--- src/rtl/cordic_pkg.sv ---
// Shared constants, frame sizing and serializer state encoding for the CORDIC result path.
package cordic_pkg;

  localparam int CORDIC_WIDTH   = 16;
  localparam int CORDIC_PHASE_W = 32;

  typedef enum logic {
    EMPTY  = 1'b0,
    STREAM = 1'b1
  } ser_state_t;

  function automatic int nbytes(input int mag_w, input int phase_w);
    return mag_w / 8 + phase_w / 8;
  endfunction

endpackage

--- src/rtl/cordic_result_fifo.sv ---
// DEPTH-entry result buffer; one-cycle write-to-head visibility.
// Push is refused while full even if a pop lands on the same edge.
module cordic_result_fifo #(
  parameter int DW    = 48,
  parameter int DEPTH = 2
) (
  input  logic          clk,
  input  logic          rst,
  input  logic          i_push,
  input  logic [DW-1:0] i_push_dat,
  input  logic          i_pop,
  output logic          o_full,
  output logic          o_empty,
  output logic          o_one,
  output logic [DW-1:0] o_head_dat
);

  localparam int CW = $clog2(DEPTH + 1);

  logic [CW-1:0] r_count;
  logic [DW-1:0] r_mem [DEPTH];
  logic          w_push;
  logic          w_pop;

  assign o_full  = (r_count == CW'(DEPTH));
  assign o_empty = (r_count == '0);
  assign o_one   = (r_count == CW'(1));
  assign w_push  = i_push && !o_full;
  assign w_pop   = i_pop && !o_empty;

  always_ff @(posedge clk or posedge rst) begin
    if (rst) begin
      r_count <= '0;
    end else if (w_push && !w_pop) begin
      r_count <= r_count + CW'(1);
    end else if (w_pop && !w_push) begin
      r_count <= r_count - CW'(1);
    end
  end

  if (DEPTH == 1) begin : g_single
    always_ff @(posedge clk) begin
      if (w_push) begin
        r_mem[0] <= i_push_dat;
      end
    end
    assign o_head_dat = r_mem[0];
  end else begin : g_ring
    localparam int PW = $clog2(DEPTH);
    logic [PW-1:0] r_wr_ptr;
    logic [PW-1:0] r_rd_ptr;

    // DEPTH is a power of two, so pointer overflow is the modulo wrap.
    always_ff @(posedge clk or posedge rst) begin
      if (rst) begin
        r_wr_ptr <= '0;
        r_rd_ptr <= '0;
      end else begin
        if (w_push) begin
          r_wr_ptr <= r_wr_ptr + PW'(1);
        end
        if (w_pop) begin
          r_rd_ptr <= r_rd_ptr + PW'(1);
        end
      end
    end

    always_ff @(posedge clk) begin
      if (w_push) begin
        r_mem[r_wr_ptr] <= i_push_dat;
      end
    end
    assign o_head_dat = r_mem[r_rd_ptr];
  end

endmodule

--- src/rtl/cordic_out_serializer.sv ---
// Buffers {mag, phase} results and streams them LSB-byte first; first byte the cycle after accept.
// Bytes hold steady under out_ready stall; res_ready depends only on buffer occupancy.
module cordic_out_serializer
  import cordic_pkg::*;
#(
  parameter int WIDTH   = CORDIC_WIDTH,
  parameter int PHASE_W = CORDIC_PHASE_W,
  parameter int DEPTH   = 2
) (
  input  logic               clk,
  input  logic               rst,
  input  logic               res_valid,
  output logic               res_ready,
  input  logic [WIDTH-1:0]   res_mag,
  input  logic [PHASE_W-1:0] res_phase,
  output logic               out_valid,
  input  logic               out_ready,
  output logic [7:0]         out_byte,
  output logic               frame_last,
  output logic               busy
);

  localparam int NB = nbytes(WIDTH, PHASE_W);
  localparam int IW = $clog2(NB);
  localparam int DW = WIDTH + PHASE_W;

  logic [1:0]    r_rst_sync;
  logic          w_rst;
  logic          w_full;
  logic          w_empty;
  logic          w_one;
  logic          w_push;
  logic          w_pop;
  logic          w_out_hs;
  logic          w_last;
  logic [DW-1:0] w_head;
  logic [7:0]    w_bytes [2**IW];
  ser_state_t    r_state;
  logic [IW-1:0] r_idx;

  // Assert immediately, release two edges after rst drops.
  always_ff @(posedge clk or posedge rst) begin
    if (rst) begin
      r_rst_sync <= 2'b11;
    end else begin
      r_rst_sync <= {r_rst_sync[0], 1'b0};
    end
  end
  assign w_rst = r_rst_sync[1];

  cordic_result_fifo #(
    .DW    (DW),
    .DEPTH (DEPTH)
  ) u_fifo (
    .clk        (clk),
    .rst        (w_rst),
    .i_push     (w_push),
    .i_push_dat ({res_phase, res_mag}),
    .i_pop      (w_pop),
    .o_full     (w_full),
    .o_empty    (w_empty),
    .o_one      (w_one),
    .o_head_dat (w_head)
  );

  assign res_ready  = !w_full;
  assign busy       = !w_empty;
  assign out_valid  = (r_state == STREAM);
  assign w_last     = (r_idx == IW'(NB - 1));
  assign frame_last = out_valid && w_last;
  assign w_out_hs   = out_valid && out_ready;
  assign w_push     = res_valid && !w_full;
  assign w_pop      = w_out_hs && w_last;

  // Head entry is {phase, mag}, so byte k is simply bits [8k+7:8k].
  for (genvar k = 0; k < 2**IW; k++) begin : g_bytes
    if (k < NB) begin : g_dat
      assign w_bytes[k] = w_head[8*k +: 8];
    end else begin : g_pad
      assign w_bytes[k] = 8'h00;
    end
  end
  assign out_byte = out_valid ? w_bytes[r_idx] : 8'h00;

  always_ff @(posedge clk or posedge w_rst) begin
    if (w_rst) begin
      r_state <= EMPTY;
      r_idx   <= '0;
    end else begin
      case (r_state)
        EMPTY: begin
          if (w_push) begin
            r_state <= STREAM;
          end
        end
        STREAM: begin
          if (w_out_hs) begin
            if (w_last) begin
              r_idx <= '0;
              if (w_one && !w_push) begin
                r_state <= EMPTY;
              end
            end else begin
              r_idx <= r_idx + IW'(1);
            end
          end
        end
      endcase
    end
  end

endmodule

--- config.mk ---
export PLATFORM = sky130hd
export DESIGN_NAME = cordic_out_serializer
export DESIGN_NICKNAME = d
export VERILOG_FILES = /design/src/rtl/cordic_pkg.sv /design/src/rtl/cordic_result_fifo.sv /design/src/rtl/cordic_out_serializer.sv
export SDC_FILE = /design/constraint.sdc
export NUM_CORES = 1
export LEC_CHECK = 0
export ABC_CLOCK_PERIOD_IN_PS = 3050
export BUFFER_PORTS_ARGS = -buffer_cell sky130_fd_sc_hd__buf_2
export CORE_MARGIN = 8
export CORE_UTILIZATION = 59
export DETAILED_ROUTE_END_ITERATION = 8
export PLACE_DENSITY_LB_ADDON = 0.12
export SYNTH_ARGS = -nofsm -noshare
export SYNTH_HDL_FRONTEND = slang
export SYNTH_HIERARCHICAL = 1
export SYNTH_SLANG_ARGS = --single-unit
--- constraint.sdc ---
create_clock -name clk -period 3.05 [get_ports clk]
set_input_delay 0.915 -clock clk [delete_from_list [all_inputs] [get_ports clk]]
set_output_delay 0.915 -clock clk [all_outputs]
set_load 0.02 [all_outputs]
==> results of run 1 <==
worst min-delay path by stage:
stage	start	end	slack (ps)
after floorplan	r_rst_sync[1]$_DFF_PP1_	out_valid$_DFF_PP0_	120
after global placement	r_rst_sync[1]$_DFF_PP1_	r_idx[1]$_DFFE_PP0P_	140
after detailed placement	r_rst_sync[1]$_DFF_PP1_	r_idx[1]$_DFFE_PP0P_	150
after CTS	r_rst_sync[1]$_DFF_PP1_	r_idx[2]$_DFFE_PP0P_	160
after global routing	r_rst_sync[1]$_DFF_PP1_	r_idx[2]$_DFFE_PP0P_	160
final	r_rst_sync[1]$_DFF_PP1_	r_idx[0]$_DFFE_PP0P_	160
routing by layer:
layer | global-route usage | share of wire
met5 | 0 | 0
met4 | 0.0677 | 0.015
met3 | 0.0361 | 0.047
met2 | 0.273 | 0.52
met1 | 0.170 | 0.42
kinds of logic (layout without fill, tap and decap cells):
logic type | after synthesis | after routing | share of synthesized area
adder cells (fa/ha/maj) | 4 | 4 | 0.0114
other | 1 | 1 | 0.000853
AO/OA/AOI/OAI | 20 | 20 | 0.0302
flip-flops | 106 | 106 | 0.713
XOR/XNOR | 5 | 5 | 0.00996
buffers and inverters | 18 | 93 | 0.0253
AND/OR/NAND/NOR | 18 | 18 | 0.0230
multiplexers | 72 | 72 | 0.186
per-stage QoR:
stage / instances / util / power, W / instance area [µm²] / worst slack, ps
final: 418 / 0.696 / 0.00485 / 5050 / 138
after global routing: 418 / 0.696 / 0.00510 / 5050 / 41.2
after CTS: 418 / 0.696 / 0.00491 / 5050 / 113
after detailed placement: 402 / 0.668 / 0.00402 / 4840 / 552
after global placement: 402 / 0.668 / 0.00398 / 4840 / 581
after floorplan: 244 / - / 0.00355 / 4400 / 150
state kept, by name (all words and copies together), names as in the netlist:
name	flops
u_fifo/r_mem	96
r_idx	3
r_rst_sync	2
u_fifo/r_count	2
out_valid	1
u_fifo/g_ring.r_rd_ptr	1
u_fifo/g_ring.r_wr_ptr	1
critical path, delay by kind of cell, from the launching register on:
| family | cells | cell delay (ps) |
|---|---|---|
| AOI/OAI and AO/OA | 2 | 210 |
| buffers and inverters | 2 | 480 |
| DFF | 1 | 400 |
| muxes | 2 | 550 |
power by group through the flow:
stage	clock, W	combinational [W]	sequential [W]
2_1_floorplan	0	0.00143	0.00212
3_3_place_gp	0	0.00186	0.00212
3_5_place_dp	0	0.00188	0.00214
4_1_cts	0.000907	0.00189	0.00211
5_1_grt	0.000943	0.00202	0.00214
6_report	0.000887	0.00186	0.00211
final cells by class:
cell class,count,area (µm²)
clock inverters,7,81.3
flip-flops and latches,106,3140
clock buffers,9,124
inverters,9,33.8
fillers,520,2200
well taps,99,124
multi-input cells,120,1160
repair buffers,68,390
cell usage after synthesis, drive strengths merged:
library cell	instances
nor2b	2
nor2	3
o21ai	10
ha	4
nand2	3
xnor2	4
dfstp	2
conb	1
nor3	1
inv	9
mux2i	24
and2	1
dfrtp	8
or3b	1
a21oi	1
xor2	1
nand2b	3
nand3b	2
buf	9
a21o	1
nor3b	1
o22a	8
nand3	1
edfxtp	96
mux2	48
==> impl_metrics.json, run 1 <==
{
  "clk_latency_ps": 360,
  "final_common_cell": "edfxtp_1",
  "fin_nets": 370,
  "period_needed_ps": 2910,
  "synthTopCellsByArea": "edfxtp_1 (66%), mux2_2 (9.7%), mux2i_1 (5.5%), dfrtp_1 (4.6%), mux2_4 (3.4%)",
  "postSynthCellCount": 244,
  "worst_pin_slew_ps": 499,
  "core_um2": 7250,
  "grt_pass1_vias": 2464,
  "clock-skew-final_ps": 11.4,
  "yosysSeqAreaShare": 0.713,
  "cts_tree": "yes",
  "slowest_delay_ps": 400,
  "synth_area_um2": 4400,
  "internal_power_w": 0.00325,
  "die_area_um2": 10500,
  "grt_usage": 0.153,
  "dpl.hpwl_um": 4850,
  "ys_ff_latch": 106,
  "period_share": 0.955,
  "clk_path_buf_depth": 2,
  "n_antenna_cell": 0,
  "first_pass_iters": 4,
  "root_buffer": "clkbuf_8",
  "r2r_cells": 7,
  "synth_top_cell_area_share": 0.656,
  "reg2reg_to": "u_fifo/r_count[1]$_DFFE_PP0P_",
  "status": "finished clean",
  "path_class": "flop to output port",
  "antenna_found_initial": 0,
  "grt_first_pass_wirelength_um": 11800,
  "hold_buffers": 0,
  "rr_startpoint": "r_idx[0]$_DFFE_PP0P_",
  "cts.repair.resized": 0,
  "vdd_drop_max_mv": 0.548,
  "cp_max_fo": 20,
  "report.final.setup_viol": 0,
  "gp_congestion": 0.721,
  "htreeDepth": 3,
  "p_switching_w": 0.00161,
  "synth_area_leader_cell": "edfxtp_1",
  "whs_ps": 159,
  "rows": 31,
  "rsz0062_at_grt": "no",
  "maxCapViolCount": 0,
  "port_buffers": 63,
  "drv_slew": 0,
  "clockPowerShare": 0.183,
  "finalSetupTns_ps": 0,
  "max_freq_mhz": 343,
  "drc": 0,
  "cp-endpoint": "out_byte[0]",
  "yosysWarningCount": 6,
  "routed_wl_um": 7560,
  "p_per_area_nw_per_um2": 961,
  "die_w_um": 102,
  "final-hold-violation-count": 0,
  "grt_max_degree": 49,
  "vias": 2234,
  "hp-class": "flop to asynchronous set/reset pin",
  "synth_fp_nets": 300,
  "post-cts-setup-buffer-count": 0,
  "worstPathRequired_ps": 2130,
  "start_util": 0.606,
  "cp-startpoint": "u_fifo/g_ring.r_rd_ptr$_DFFE_PP0P_",
  "pwr-share-comb": 0.382,
  "path_clk_slew_ps": 100,
  "endpoint_kind": "output port",
  "crit_chain": "buf_4 > mux2_2 > mux2i_1 > o22a_1 > o21ai_1 > buf_2",
  "vias_per_cell": 5.34,
  "wl_per_cell_um": 18.1,
  "switching_share": 0.331,
  "drtIter0Drc": 154,
  "p_seq_frac": 0.435,
  "rrSetupSlack_ps": 960,
  "slew_headroom": 0.667,
  "arrival_ps": 2000,
  "ios": 64,
  "ys_types": 30,
  "cts.sinks": 106,
  "setup.worst_path.start_class": "flop",
  "grt_overflow": 0,
  "crit_path_top_delay_cell": "dfrtp_2",
  "syn_avg_cell_area_um2": 18.0,
  "die_h_um": 102,
  "final_cell_mix": "edfxtp_1 (96), buf_2 (63), mux2_2 (38)",
  "drtAntennaViolNets": 0,
  "leakagePower_nw": 1.93,
  "drive_gt1_frac": 0.429,
  "cts_made_buffers": 9,
  "syn2layout_area_growth_pct": 14.8
}
(Power assumes the default switching activity.)
==> run 2: changes to the inputs <==
- ABC_AREA: unset -> 1
- TNS_END_PERCENT: unset -> 100
==> impl_metrics.json, run 2 <==
{
  "ys.flop_type": "edfxtp_1",
  "cpMostUsedCell": "nand2_1",
  "synth-simple-area-share": 0.207,
  "reg2reg_to": "u_fifo/r_count[1]$_DFFE_PP0P_",
  "max_freq_mhz": 344,
  "hp-class": "flop to asynchronous set/reset pin",
  "drtIter0Drc": 210,
  "internal_power_w": 0.00307,
  "whs_ps": 154,
  "first_pass_iters": 5,
  "grt_overflow": 0,
  "path_class": "flop to output port",
  "grt_pass1_vias": 3235,
  "r2r_cells": 8,
  "wl_per_cell_um": 14.8,
  "clk_path_buf_depth": 2,
  "root_buffer": "clkbuf_8",
  "arrival_ps": 1990,
  "antenna_found_initial": 0,
  "synth_xor_area_frac": 0.00190,
  "vias": 3131,
  "ys_ff_latch": 106,
  "n_antenna_cell": 0,
  "grt_use_met2": 0.304,
  "grt_max_degree": 37,
  "die_h_um": 104,
  "port_buffers": 63,
  "maxCapViolCount": 0,
  "drive_gt1_frac": 0.180,
  "grt_usage": 0.179,
  "htreeDepth": 3,
  "leakagePower_nw": 2.38,
  "cts_tree": "yes",
  "syn2layout_area_growth_pct": 13.6,
  "status": "finished clean",
  "final-hold-violation-count": 0,
  "regMostFlops": "u_fifo/r_mem",
  "pwr-share-comb": 0.390,
  "cp.buffers_inverters": 4,
  "yosysWarningCount": 6,
  "synth_compound_area_frac": 0.0234,
  "path_depth": 11,
  "die_w_um": 104,
  "ios": 64,
  "synth.mux.area_fraction": 0,
  "setup.worst_path.start_class": "flop",
  "synth_top_family_by_area": "simple AND/OR/NAND/NOR gates",
  "report.final.setup_viol": 0,
  "p_per_area_nw_per_um2": 957,
  "met3_usage": 0.0384,
  "start_util": 0.602,
  "gp_congestion": 0.796,
  "routed_wl_um": 9260,
  "synth_area_leader_cell": "edfxtp_1",
  "crit_path_top_delay_cell": "dfrtp_1",
  "ys_types": 21,
  "period_share": 0.952,
  "fin_nets": 573,
  "synth_top_cell_area_share": 0.626,
  "critPathTopFamily": "buffers and inverters",
  "clock-skew-final_ps": 6.00,
  "worst_pin_slew_ps": 501,
  "rows": 32,
  "period_needed_ps": 2900,
  "top_regs": "u_fifo/r_mem: 96 flops, r_idx: 3 flops",
  "final_common_cell": "nand2_1",
  "worstPathRequired_ps": 2130,
  "synth_adder_area_share": 0.0109,
  "drtAntennaViolNets": 0,
  "postSynthCellCount": 452,
  "synth-edff-count": 96,
  "yosysSeqAreaShare": 0.681,
  "cp-endpoint": "out_byte[7]",
  "synth_fp_nets": 508,
  "instances_no_fill": 624,
  "clockPowerShare": 0.181,
  "grt_first_pass_wirelength_um": 15400,
  "slowest_delay_ps": 440,
  "rr_startpoint": "r_idx[0]$_DFFE_PP0P_",
  "synth.most_common_cell": "nand2_1",
  "synth_area_um2": 4600,
  "cp-startpoint": "u_fifo/g_ring.r_rd_ptr$_DFFE_PP0P_",
  "slew_headroom": 0.666,
  "dpl.hpwl_um": 6500,
  "cts.sinks": 106,
  "core_um2": 7650,
  "finalSetupTns_ps": 0,
  "synth_commonest_cells": "nand2_1 (206), edfxtp_1 (96), inv_1 (49)",
  "cts_made_buffers": 9,
  "syn_avg_cell_area_um2": 10.2,
  "p_seq_frac": 0.429,
  "p_switching_w": 0.00193,
  "vias_per_cell": 5.02,
  "cp_max_fo": 25,
  "die_area_um2": 10900,
  "placed_cells": 608,
  "fin_util": 0.684,
  "switching_share": 0.387,
  "power_w": 0.00500,
  "endpoint_kind": "output port",
  "synthTopCellsByArea": "edfxtp_1 (63%), nand2_1 (17%), dfrtp_1 (4.3%), inv_1 (4.0%), nand3_1 (2.1%)",
  "rsz0062_at_grt": "no",
  "drc": 0,
  "async_flop_share": 0.0943,
  "clk_latency_ps": 360,
  "crit_chain": "inv_4 > buf_12 > nand2_1 > nand2_1 > inv_1 > nand2_1 > nand3_1 > nand2_1 > nand2_1 > a21oi_1 > buf_2",
  "path_clk_slew_ps": 90,
  "drv_slew": 0,
  "vdd_drop_max_mv": 0.508,
  "final_cell_mix": "nand2_1 (206), edfxtp_1 (96), buf_2 (63)",
  "post-cts-setup-buffer-count": 0,
  "rrSetupSlack_ps": 1020,
  "largest_register_ffs": 96,
  "use_met1": 0.208,
  "top_usage_layer": "met2"
}
==> run 2: changes by cell type after synthesis, moves of 17 or more <==
cell	before	now
nand2_1	3	206
inv_1	9	49
mux2_2	38	0
mux2i_1	24	0
nand3_1	1	19
nor2_1	3	20
==> run 2: power groups by stage <==
stage	combinational (W)	sequential (W)	clock, W
floorplan	0.00147	0.00211	0
global placement	0.00190	0.00217	0
detailed placement	0.00195	0.00217	0
CTS	0.00195	0.00214	0.000924
global route	0.00222	0.00218	0.000969
finish	0.00195	0.00215	0.000905
==> run 2: cell families (layout without fill, tap and decap cells) <==
kind of cell	after synthesis	after routing
AO/OA/AOI/OAI	21	21
flip-flops	106	106
buffers and inverters	72	142
other	1	1
XOR/XNOR	1	1
AND/OR/NAND/NOR	247	247
adder cells (fa/ha/maj)	4	4
==> run 2: what timing repair did <==
action | CTS | global route
resized for setup | 0 | 5
hold buffers | 0 | 0
setup endpoints to repair | 0 | 7
==> run 2: worst min-delay path by stage <==
| stage | startpoint | to |
|---|---|---|
| 4_1_cts | r_rst_sync[1]$_DFF_PP1_ | u_fifo/r_count[0]$_DFFE_PP0P_ |
| 3_5_place_dp | r_rst_sync[1]$_DFF_PP1_ | u_fifo/g_ring.r_wr_ptr$_DFFE_PP0N_ |
| 2_1_floorplan | r_rst_sync[1]$_DFF_PP1_ | out_valid$_DFF_PP0_ |
| 6_report | r_rst_sync[1]$_DFF_PP1_ | u_fifo/r_count[1]$_DFFE_PP0P_ |
| 3_3_place_gp | r_rst_sync[1]$_DFF_PP1_ | out_valid$_DFF_PP0_ |
| 5_1_grt | r_rst_sync[1]$_DFF_PP1_ | u_fifo/r_count[1]$_DFFE_PP0P_ |
==> run 2: layout make-up <==
cell class	instances	area, µm²
clock buffers	11	131
multi-input cells	274	1140
well taps	102	128
repair buffers	72	407
fillers	591	2420
clock inverters	5	78.8
flip-flops and latches	106	3140
inverters	54	208
==> run 2: metrics by stage <==
stage | setup WS, ps | area (µm²)
6_report | 147 | 5230
5_1_grt | 2.00 | 5230
4_1_cts | 112 | 5210
3_5_place_dp | 521 | 5000
3_3_place_gp | 561 | 5000
2_1_floorplan | 229 | 4610
==> run 2: worst reg2reg max path: stages (launching register included) <==
cell and delay, ps:
dfrtp_2 570, buf_4 240, nand3_1 190, nor2_1 270
nand2_1 150, ha_1 350, inv_1 50, nand3_1 70
nand2_1 50
==> run 2: per-layer routing <==
metal / up-vias / share of wire
li1: 1566 / -
met1: 1463 / 0.42
met2: 81 / 0.50
met3: 21 / 0.053
met4: 0 / 0.026
met5: - / 0
